===== config.mk =====
export PLATFORM = sky130hd
export DESIGN_NAME = wishbone_master_flat
export DESIGN_NICKNAME = d
export VERILOG_FILES = /design/src/rtl/wishbone_master_if.sv /design/src/rtl/wishbone_master.sv /design/src/flat_wrapper.sv
export SDC_FILE = /design/constraint.sdc
export NUM_CORES = 1
export LEC_CHECK = 0
export ABC_CLOCK_PERIOD_IN_PS = 2300
export CAP_MARGIN = 20
export CORE_ASPECT_RATIO = 2
export CORE_MARGIN = 3
export CORE_UTILIZATION = 35
export CTS_CLUSTER_DIAMETER = 150
export DETAILED_ROUTE_END_ITERATION = 10
export GPL_TIMING_DRIVEN = 0
export PLACE_DENSITY = 0.73
export SLEW_MARGIN = 15
export SYNTH_ARGS = -nofsm -noshare
export SYNTH_HDL_FRONTEND = slang
export SYNTH_SLANG_ARGS = --single-unit

===== constraint.sdc =====
create_clock -name clk_i -period 2.3 [get_ports clk_i]
set_input_delay 0.23 -clock clk_i [delete_from_list [all_inputs] [get_ports clk_i]]
set_output_delay 0.23 -clock clk_i [all_outputs]
set_load 0.01 [all_outputs]

===== src/rtl/wishbone_master_if.sv =====
// Wishbone classic bus bundle between one master and the shared interconnect.
// Member names are given from the master's point of view.
interface wishbone_master_if #(
    parameter int TAGSIZE = 2
);
    logic [31:0]        wb_dat_i;
    logic [TAGSIZE-1:0] wb_tgd_i;
    logic [31:0]        wb_dat_o;
    logic [TAGSIZE-1:0] wb_tgd_o;
    logic [31:0]        wb_adr_o;
    logic [TAGSIZE-1:0] wb_tga_o;
    logic               wb_ack_i;
    logic               wb_cyc_o;
    logic [TAGSIZE-1:0] wb_tgc_o;
    logic               wb_err_i;
    logic               wb_rty_i;
    logic [3:0]         wb_sel_o;
    logic               wb_stb_o;
    logic               wb_we_o;

    modport master (
        input  wb_dat_i, wb_tgd_i, wb_ack_i, wb_err_i, wb_rty_i,
        output wb_dat_o, wb_tgd_o, wb_adr_o, wb_tga_o, wb_cyc_o,
               wb_tgc_o, wb_sel_o, wb_stb_o, wb_we_o
    );

    modport slave (
        output wb_dat_i, wb_tgd_i, wb_ack_i, wb_err_i, wb_rty_i,
        input  wb_dat_o, wb_tgd_o, wb_adr_o, wb_tga_o, wb_cyc_o,
               wb_tgc_o, wb_sel_o, wb_stb_o, wb_we_o
    );
endinterface


===== src/rtl/wishbone_master.sv =====
// Single-transaction Wishbone master: one read or write per core request,
// with internal retry handling and a no-response watchdog.
module wishbone_master #(
    parameter int TAGSIZE   = 2,
    parameter int TIMEOUT   = 16,
    parameter int MAX_RETRY = 3
) (
    input  logic        clk_i,
    input  logic        rst_i,
    input  logic        valid_i,
    output logic        ready_o,
    input  logic        we_i,
    input  logic [31:0] addr_i,
    input  logic [31:0] data_i,
    input  logic [3:0]  sel_i,
    output logic [31:0] data_o,
    output logic        valid_o,
    output logic        err_o,
    wishbone_master_if.master wb
);

    localparam int TW = $clog2(TIMEOUT + 1);
    localparam int RW = $clog2(MAX_RETRY + 1);

    typedef enum logic [1:0] {
        IDLE    = 2'd0,
        BUS     = 2'd1,
        BACKOFF = 2'd2
    } state_t;

    state_t          state_r;
    logic [TW-1:0]   timeout_cnt_r;
    logic [RW-1:0]   retry_cnt_r;
    logic [RW-1:0]   retry_nxt_s;
    logic            unused_tgd_s;

    assign ready_o      = (state_r == IDLE);
    assign retry_nxt_s  = retry_cnt_r + RW'(1);
    assign unused_tgd_s = ^wb.wb_tgd_i;

    // Tags are not used by this master and are tied low.
    assign wb.wb_tgd_o = {TAGSIZE{1'b0}};
    assign wb.wb_tga_o = {TAGSIZE{1'b0}};
    assign wb.wb_tgc_o = {TAGSIZE{1'b0}};

    // Transaction FSM with registered bus and completion outputs.
    always_ff @(posedge clk_i) begin
        if (rst_i) begin
            state_r       <= IDLE;
            timeout_cnt_r <= {TW{1'b0}};
            retry_cnt_r   <= {RW{1'b0}};
            wb.wb_cyc_o   <= 1'b0;
            wb.wb_stb_o   <= 1'b0;
            wb.wb_we_o    <= 1'b0;
            wb.wb_adr_o   <= 32'h0000_0000;
            wb.wb_dat_o   <= 32'h0000_0000;
            wb.wb_sel_o   <= 4'h0;
            data_o        <= 32'h0000_0000;
            valid_o       <= 1'b0;
            err_o         <= 1'b0;
        end else begin
            valid_o <= 1'b0;
            err_o   <= 1'b0;
            case (state_r)
                IDLE: begin
                    if (valid_i) begin
                        wb.wb_we_o    <= we_i;
                        wb.wb_adr_o   <= addr_i;
                        wb.wb_dat_o   <= data_i;
                        wb.wb_sel_o   <= sel_i;
                        timeout_cnt_r <= {TW{1'b0}};
                        retry_cnt_r   <= {RW{1'b0}};
                        wb.wb_cyc_o   <= 1'b1;
                        wb.wb_stb_o   <= 1'b1;
                        state_r       <= BUS;
                    end else begin
                        state_r <= IDLE;
                    end
                end
                BUS: begin
                    // ACK wins over simultaneous ERR/RTY.
                    if (wb.wb_ack_i) begin
                        if (!wb.wb_we_o) begin
                            data_o <= wb.wb_dat_i;
                        end else begin
                            data_o <= data_o;
                        end
                        valid_o     <= 1'b1;
                        wb.wb_cyc_o <= 1'b0;
                        wb.wb_stb_o <= 1'b0;
                        state_r     <= IDLE;
                    end else if (wb.wb_err_i) begin
                        valid_o     <= 1'b1;
                        err_o       <= 1'b1;
                        wb.wb_cyc_o <= 1'b0;
                        wb.wb_stb_o <= 1'b0;
                        state_r     <= IDLE;
                    end else if (wb.wb_rty_i) begin
                        retry_cnt_r <= retry_nxt_s;
                        wb.wb_cyc_o <= 1'b0;
                        wb.wb_stb_o <= 1'b0;
                        if (retry_nxt_s == RW'(MAX_RETRY)) begin
                            valid_o <= 1'b1;
                            err_o   <= 1'b1;
                            state_r <= IDLE;
                        end else begin
                            state_r <= BACKOFF;
                        end
                    end else if (timeout_cnt_r == TW'(TIMEOUT - 1)) begin
                        // Strobe has been up TIMEOUT cycles with no answer.
                        valid_o     <= 1'b1;
                        err_o       <= 1'b1;
                        wb.wb_cyc_o <= 1'b0;
                        wb.wb_stb_o <= 1'b0;
                        state_r     <= IDLE;
                    end else begin
                        timeout_cnt_r <= timeout_cnt_r + TW'(1);
                        state_r       <= BUS;
                    end
                end
                BACKOFF: begin
                    timeout_cnt_r <= {TW{1'b0}};
                    wb.wb_cyc_o   <= 1'b1;
                    wb.wb_stb_o   <= 1'b1;
                    state_r       <= BUS;
                end
                default: begin
                    wb.wb_cyc_o <= 1'b0;
                    wb.wb_stb_o <= 1'b0;
                    state_r     <= IDLE;
                end
            endcase
        end
    end

endmodule


===== src/flat_wrapper.sv =====
// flat-port wrapper written by rule: the top's interface ports become plain ports
module wishbone_master_flat 
#(
    parameter int TAGSIZE   = 2,
    parameter int TIMEOUT   = 16,
    parameter int MAX_RETRY = 3
)
  (clk_i, rst_i, valid_i, ready_o, we_i, addr_i, data_i, sel_i, data_o, valid_o, err_o, wb_wb_dat_i, wb_wb_tgd_i, wb_wb_ack_i, wb_wb_err_i, wb_wb_rty_i, wb_wb_dat_o, wb_wb_tgd_o, wb_wb_adr_o, wb_wb_tga_o, wb_wb_cyc_o, wb_wb_tgc_o, wb_wb_sel_o, wb_wb_stb_o, wb_wb_we_o);
  wishbone_master_if #(.TAGSIZE(TAGSIZE)) wb_i ();
  input  logic clk_i;
  input  logic rst_i;
  input  logic valid_i;
  output logic ready_o;
  input  logic we_i;
  input  logic [31:0] addr_i;
  input  logic [31:0] data_i;
  input  logic [3:0] sel_i;
  output logic [31:0] data_o;
  output logic valid_o;
  output logic err_o;
  input wire logic [$bits(wb_i.wb_dat_i)-1:0] wb_wb_dat_i;
  input wire logic [$bits(wb_i.wb_tgd_i)-1:0] wb_wb_tgd_i;
  input wire logic [$bits(wb_i.wb_ack_i)-1:0] wb_wb_ack_i;
  input wire logic [$bits(wb_i.wb_err_i)-1:0] wb_wb_err_i;
  input wire logic [$bits(wb_i.wb_rty_i)-1:0] wb_wb_rty_i;
  output wire logic [$bits(wb_i.wb_dat_o)-1:0] wb_wb_dat_o;
  output wire logic [$bits(wb_i.wb_tgd_o)-1:0] wb_wb_tgd_o;
  output wire logic [$bits(wb_i.wb_adr_o)-1:0] wb_wb_adr_o;
  output wire logic [$bits(wb_i.wb_tga_o)-1:0] wb_wb_tga_o;
  output wire logic [$bits(wb_i.wb_cyc_o)-1:0] wb_wb_cyc_o;
  output wire logic [$bits(wb_i.wb_tgc_o)-1:0] wb_wb_tgc_o;
  output wire logic [$bits(wb_i.wb_sel_o)-1:0] wb_wb_sel_o;
  output wire logic [$bits(wb_i.wb_stb_o)-1:0] wb_wb_stb_o;
  output wire logic [$bits(wb_i.wb_we_o)-1:0] wb_wb_we_o;
  assign wb_i.wb_dat_i = wb_wb_dat_i;
  assign wb_i.wb_tgd_i = wb_wb_tgd_i;
  assign wb_i.wb_ack_i = wb_wb_ack_i;
  assign wb_i.wb_err_i = wb_wb_err_i;
  assign wb_i.wb_rty_i = wb_wb_rty_i;
  assign wb_wb_dat_o = wb_i.wb_dat_o;
  assign wb_wb_tgd_o = wb_i.wb_tgd_o;
  assign wb_wb_adr_o = wb_i.wb_adr_o;
  assign wb_wb_tga_o = wb_i.wb_tga_o;
  assign wb_wb_cyc_o = wb_i.wb_cyc_o;
  assign wb_wb_tgc_o = wb_i.wb_tgc_o;
  assign wb_wb_sel_o = wb_i.wb_sel_o;
  assign wb_wb_stb_o = wb_i.wb_stb_o;
  assign wb_wb_we_o = wb_i.wb_we_o;
  wishbone_master #(.TAGSIZE(TAGSIZE), .TIMEOUT(TIMEOUT), .MAX_RETRY(MAX_RETRY)) u_core (.clk_i(clk_i), .rst_i(rst_i), .valid_i(valid_i), .ready_o(ready_o), .we_i(we_i), .addr_i(addr_i), .data_i(data_i), .sel_i(sel_i), .data_o(data_o), .valid_o(valid_o), .err_o(err_o), .wb(wb_i));
endmodule

After elaboration in Yosys (flattened, before gate mapping) --
Cells that the tools add are included. Widths: inputs -> output; s select.
Storage, ports and cells: register bits 113, output and inout port bits 112, word-level logic and storage cells 65
Cells by class: add/sub/neg operators 2, eq/ne operators 11, mux-type cells 29, bitwise operators 2, reduce and logical (&&, ||, !) cells 10
Operator list (count):
- $mux 5 | 5
- $mux 2 | 8
- $pmux 5 s3 | 1
- $mux 1 | 12
- $ne 2x2->1 const B | 6
- $pmux 2 s3 | 1
- $reduce_and 6->1 | 1
- $add 5x1->5 const B | 1
- $eq 5x4->1 const B | 1
- $ne 5x4->1 const B | 1
- $reduce_and 5->1 | 1
- $eq 2x2->1 const B | 2
- $pmux 2 s2 | 1
- $reduce_and 2->1 | 2
- $pmux 1 s3 | 1
- $reduce_and 3->1 | 1
- $reduce_bool 3->1 | 1
- $reduce_or 3->1 | 1
- $add 2x1->2 const B | 1
- $eq 2x1->1 const B | 1
- $logic_not 2->1 | 1
- $not 1->1 | 2
- $reduce_bool 2->1 | 1
- $reduce_or 2->1 | 1

Logic depth before layout (Yosys ltp) --
Gate-level depths: netlist of the first run.
depth in word-level cells 7, mapped depth 6

Least setup slack after synthesis of the first run --
OpenSTA, ideal clock, no wires.
path kind register to register, start reg u_core.timeout_cnt_r[0], end reg u_core.timeout_cnt_r[3], setup time 95 ps, data arrival time 2021 ps, slack 184 ps, stages on the path, launching flop included 7, period minus slack after synthesis 2116 ps, cell sequence dfxtp_1 ha_1 and3_1 ha_1 or4_4 or4_1 o311ai_1
Between the ends: cells in the longest elaborated chain, start to end 6
Ends and longest elaborated chain:
- from (decl) | RTL line wishbone_master.sv:32 | logic [TW-1:0] timeout_cnt_r;
- from (signal assigned) | RTL line wishbone_master.sv:50 | timeout_cnt_r <= {TW{1'b0}};
- from (signal assigned) | RTL line wishbone_master.sv:71 | timeout_cnt_r <= {TW{1'b0}};
- from (signal assigned) | RTL line wishbone_master.sv:117 | timeout_cnt_r <= timeout_cnt_r + TW'(1);
- $add 5x1->5 | RTL line wishbone_master.sv:117
- $mux 5 | RTL line wishbone_master.sv:109 | end else if (timeout_cnt_r == TW'(TIMEOUT - 1)) begin
- $mux 5 | RTL line wishbone_master.sv:98 | end else if (wb.wb_rty_i) begin
- $mux 5 | RTL line wishbone_master.sv:92 | end else if (wb.wb_err_i) begin
- $mux 5 | RTL line wishbone_master.sv:82 | if (wb.wb_ack_i) begin
- $pmux 5 s3 | RTL line wishbone_master.sv:64 | case (state_r)
Several ways; a longest one is shown, not always the timed one. The select of a mux whose other input is x is not followed. A chain may end at the register's enable or synchronous reset.

Worst setup path after layout of the first run --
Same ends and word-level chain as after synthesis.

==> flow_summary_export.csv, run 1 <==
group,metric,value,unit
run_status,status,"completed",
setup_path,cp_max_fo,5,
final_layout,fill_cells,1027,
clock_network,clk_latency,410,ps
synth,synth_largest_area_cell,"dfxtp_1",
synth,synthesis.area,4140,sq um
setup_path,reg2reg_from,"u_core.timeout_cnt_r[0]",
synth,syn_area_per_cell,7.977,sq um
detailed_routing,drc,0,
timing,layout_setup_ws,59.51,ps
pwr,p_leak,2.599,nW
final_layout,nNetsFinal,867,
placement,dp_hpwl,10.45,mm
setup_path,cp-startpoint,"u_core.timeout_cnt_r[0]",
pwr,ir_drop,0.6430,mV
synth,async_flop_share,0,
synth,synth_edf_count,0,
timing,final_hold_viol_count,0,
synth,synth-seq-cells,113,
detailed_routing,drt-initial-drc-count,109,
clock_network,cts_tree,"built",
synth,ys_seq_area_frac,0.5464,
synth,ys_warn_count,0,
final_layout,antenna_cells,0,
final_layout,multi_input_area,1680,sq um
worst_hold_path,min_from,"addr_i[9]",
placement,post-place-ws,53.42,ps
clock_network,clock_sink_count,113,
pwr,power,5.343,mW
timing,skew,10.10,ps
clock_network,cts_buffers,17,
setup_path,cp_slowest_cell,"or4_4",
floorplan,io_pins,221,
pwr,clkPwrFrac,0.472,
floorplan,num_rows,55,
timing,setup_violations,0,
timing,period_share,0.9741,
timing,maxSlewViolCount,0,
setup_path,arrival,2540,ps
setup_path,crit_required,2600,ps
global_route,overflow,0,
global_route,antenna_found_initial,0,
detailed_routing,wl_per_cell,14.71,um
pwr,switchingPower,1.247,mW
timing,rsz0062_at_grt,"true",
final_layout,syn2layout_area_growth,69.93,%
final_layout,regArea,2263,sq um
worst_hold_path,hp-class,"in -> reg",
setup_path,cp-end-kind,"register",
timing,period_needed,2240,ps
setup_path,max_stage_delay,560,ps
synth,synth_cells,519,
global_route,grt_max_degree,17,
clock_network,path_clk_slew,50,ps
synth,yosysTopAreaCellShare,0.5464,
clock_network,cts_root_buffer,"clkbuf_16",
synth,netlist_top_cells_count,"nand2_1 (203), dfxtp_1 (113), a21oi_1 (103)",
pwr,cellPowerDensity,759.4,nW/um^2
pwr,pwr-share-comb,0.134,
pwr,power_frac_seq,0.394,
setup_path,cp_cell_sequence,"ha_1 -> and3_1 -> ha_1 -> or4_4 -> or4_4 -> o311ai_1",
pwr,intPower,4.096,mW
detailed_routing,drt_pre_antenna_iters,4,
timing,slew_headroom,0.6260,
final_layout,drive_above_1_share,0.06389,
clock_network,htreeDepth,4,
floorplan,design.core.area,11420,sq um
timing,fmax,446.3,MHz
global_route,track_usage,0.2007,
synth,synthFlopType,"dfxtp_1",
clock_network,ctsHoldBuffers,0,
floorplan,die_width,82.91,um
synth,synth_most_common_cell,"nand2_1",
floorplan,start_util,0.3624,
global_route,grt_pass1_wl,21.51,mm
detailed_routing,vias_per_cell,4.757,
detailed_routing,drt-total-wl,13.37,mm
timing,tns,0,ps
clock_network,clockBufferDepth,2,
job,drv_cap,0,
global_route,grt_pass1_vias,4313,
synth,netlist_top_cells_area,"dfxtp_1 (55%), nand2_1 (18%), a21oi_1 (12%)",
setup_path,start_kind,"register",
detailed_routing,num_vias,4324,
detailed_routing,ant_nets,0,
floorplan,die_area,13250,sq um
setup_path,critPathKind,"reg -> reg",
timing,tightest_slew,561.1,ps
placement,gp_congestion,0.7729,
pwr,swShare,0.2334,
synth,synth.distinct_cells,40,
placement,io_buffers,212,
floorplan,die_h,159.8,um
## cell families (layout without fill, tap and decap cells)
| group | count (synthesis) | in the layout | synth area share |
|---|---|---|---|
| AND/OR/NAND/NOR | 234 | 234 | 0.2348 |
| multiplexers | 3 | 3 | 0.007555 |
| AO/OA/AOI/OAI | 116 | 116 | 0.1481 |
| adder cells (fa/ha/maj) | 3 | 3 | 0.009067 |
| flip-flops | 113 | 113 | 0.5464 |
| buffers and inverters | 49 | 292 | 0.05319 |
| other | 1 | 6 | 0.0009057 |
## power groups by stage
stage / clock (mW) / combinational (mW) / sequential (mW)
final: 2.52 / 0.717 / 2.11
after global routing: 2.66 / 0.778 / 2.12
after CTS: 2.57 / 0.725 / 2.11
after detailed placement: 0 / 0.722 / 2.15
after global placement: 0 / 0.708 / 2.14
after floorplan: 0 / 0.225 / 2.19
## routing by layer
metal	vias to the layer above	global-route usage	part of all wire	wire, um
li1	2152	-	-	-
met1	1965	0.1894	0.34	4601
met2	176	0.3911	0.56	7516
met3	31	0.05576	0.066	888
met4	0	0.08780	0.027	360
met5	-	0	0	0
## layout make-up
class,count,area share
Sequential cell,113,0.3217
Timing Repair Buffer,212,0.3016
Multi-Input combinational cell,362,0.2388
Clock buffer,21,0.06545
Buffer,44,0.02863
Tap cell,142,0.02525
Clock inverter,10,0.01583
Inverter,5,0.002668
## worst max-delay path, delay by kind of cell (launching register included)
| kind | cells | cell delay, ps |
|---|---|---|
| flops | 1 | 340 |
| simple gates | 3 | 1270 |
| compound gates | 1 | 100 |
| fa+ha+maj | 2 | 430 |
## state kept, by name, summed over array words and instances, names as in the netlist, 2 cells and up
register / flops
u_core.wb.wb_dat_o: 32
u_core.wb.wb_adr_o: 32
u_core.timeout_cnt_r: 5
u_core.retry_cnt_r: 2
u_core.wb.wb_sel_o: 4
u_core.state_r: 2
u_core.data_o: 32
## stage by stage
stage / util / instances / hold WS (ps) / cell area (sq um)
floorplan: - / 524 / 302.8 / 4159
global placement: 0.5654 / 878 / 441.6 / 6459
detailed placement: 0.5654 / 878 / 446.2 / 6459
CTS: 0.6154 / 909 / 355.8 / 7030
global route: 0.6159 / 909 / 375.1 / 7036
finish: 0.6159 / 909 / 368.9 / 7036
## what timing repair did
action                                  CTS  global route
resized for setup                         0             2
hold endpoints to repair                  0             0
endpoints found under the setup margin    0             2
setup buffers                             0             0
## cells in the final DEF, fill, tap and decap left out, types with 2 or more instances in the layout
cell | Yosys | layout
clkdlybuf4s50_1 | 0 | 212
nand2_1 | 203 | 203
dfxtp_1 | 113 | 112
a21oi_1 | 103 | 103
clkbuf_1 | 28 | 30
clkbuf_16 | 0 | 17
buf_2 | 8 | 8
buf_4 | 7 | 7
conb_1 | 1 | 6
inv_1 | 5 | 5
nor2_1 | 5 | 5
nand2b_1 | 4 | 4
clkinv_2 | 0 | 4
or3b_1 | 3 | 3
nand3_1 | 3 | 3
nor2b_1 | 3 | 3
ha_1 | 3 | 3
clkinvlp_4 | 0 | 3
or4_4 | 1 | 2
or3_1 | 2 | 2
mux2i_1 | 2 | 2
o21ai_0 | 2 | 2
a211oi_1 | 2 | 2
clkbuf_8 | 0 | 2
bufinv_16 | 0 | 2
## final timing paths
kind | to | slack [ps] | depth (start not counted)
max | u_core.timeout_cnt_r[3] | 60 | 6
min reg2reg | u_core.data_o[16] | 450 | 2
max reg2reg | u_core.timeout_cnt_r[3] | 60 | 6
min | u_core.wb.wb_adr_o[9] | 370 | 3
(Power assumes the default switching activity.)
==> run 2, diff against run 1 <==
--- a/config.mk
+++ b/config.mk
@@ -11,6 +11,7 @@
 export CORE_MARGIN = 3
 export CORE_UTILIZATION = 35
 export CTS_CLUSTER_DIAMETER = 150
+export CTS_CLUSTER_SIZE = 25
 export DETAILED_ROUTE_END_ITERATION = 10
 export GPL_TIMING_DRIVEN = 0
 export PLACE_DENSITY = 0.73
==> results of run 2 <==
The final DEF is identical to that of run 1; final timing and power are the same.
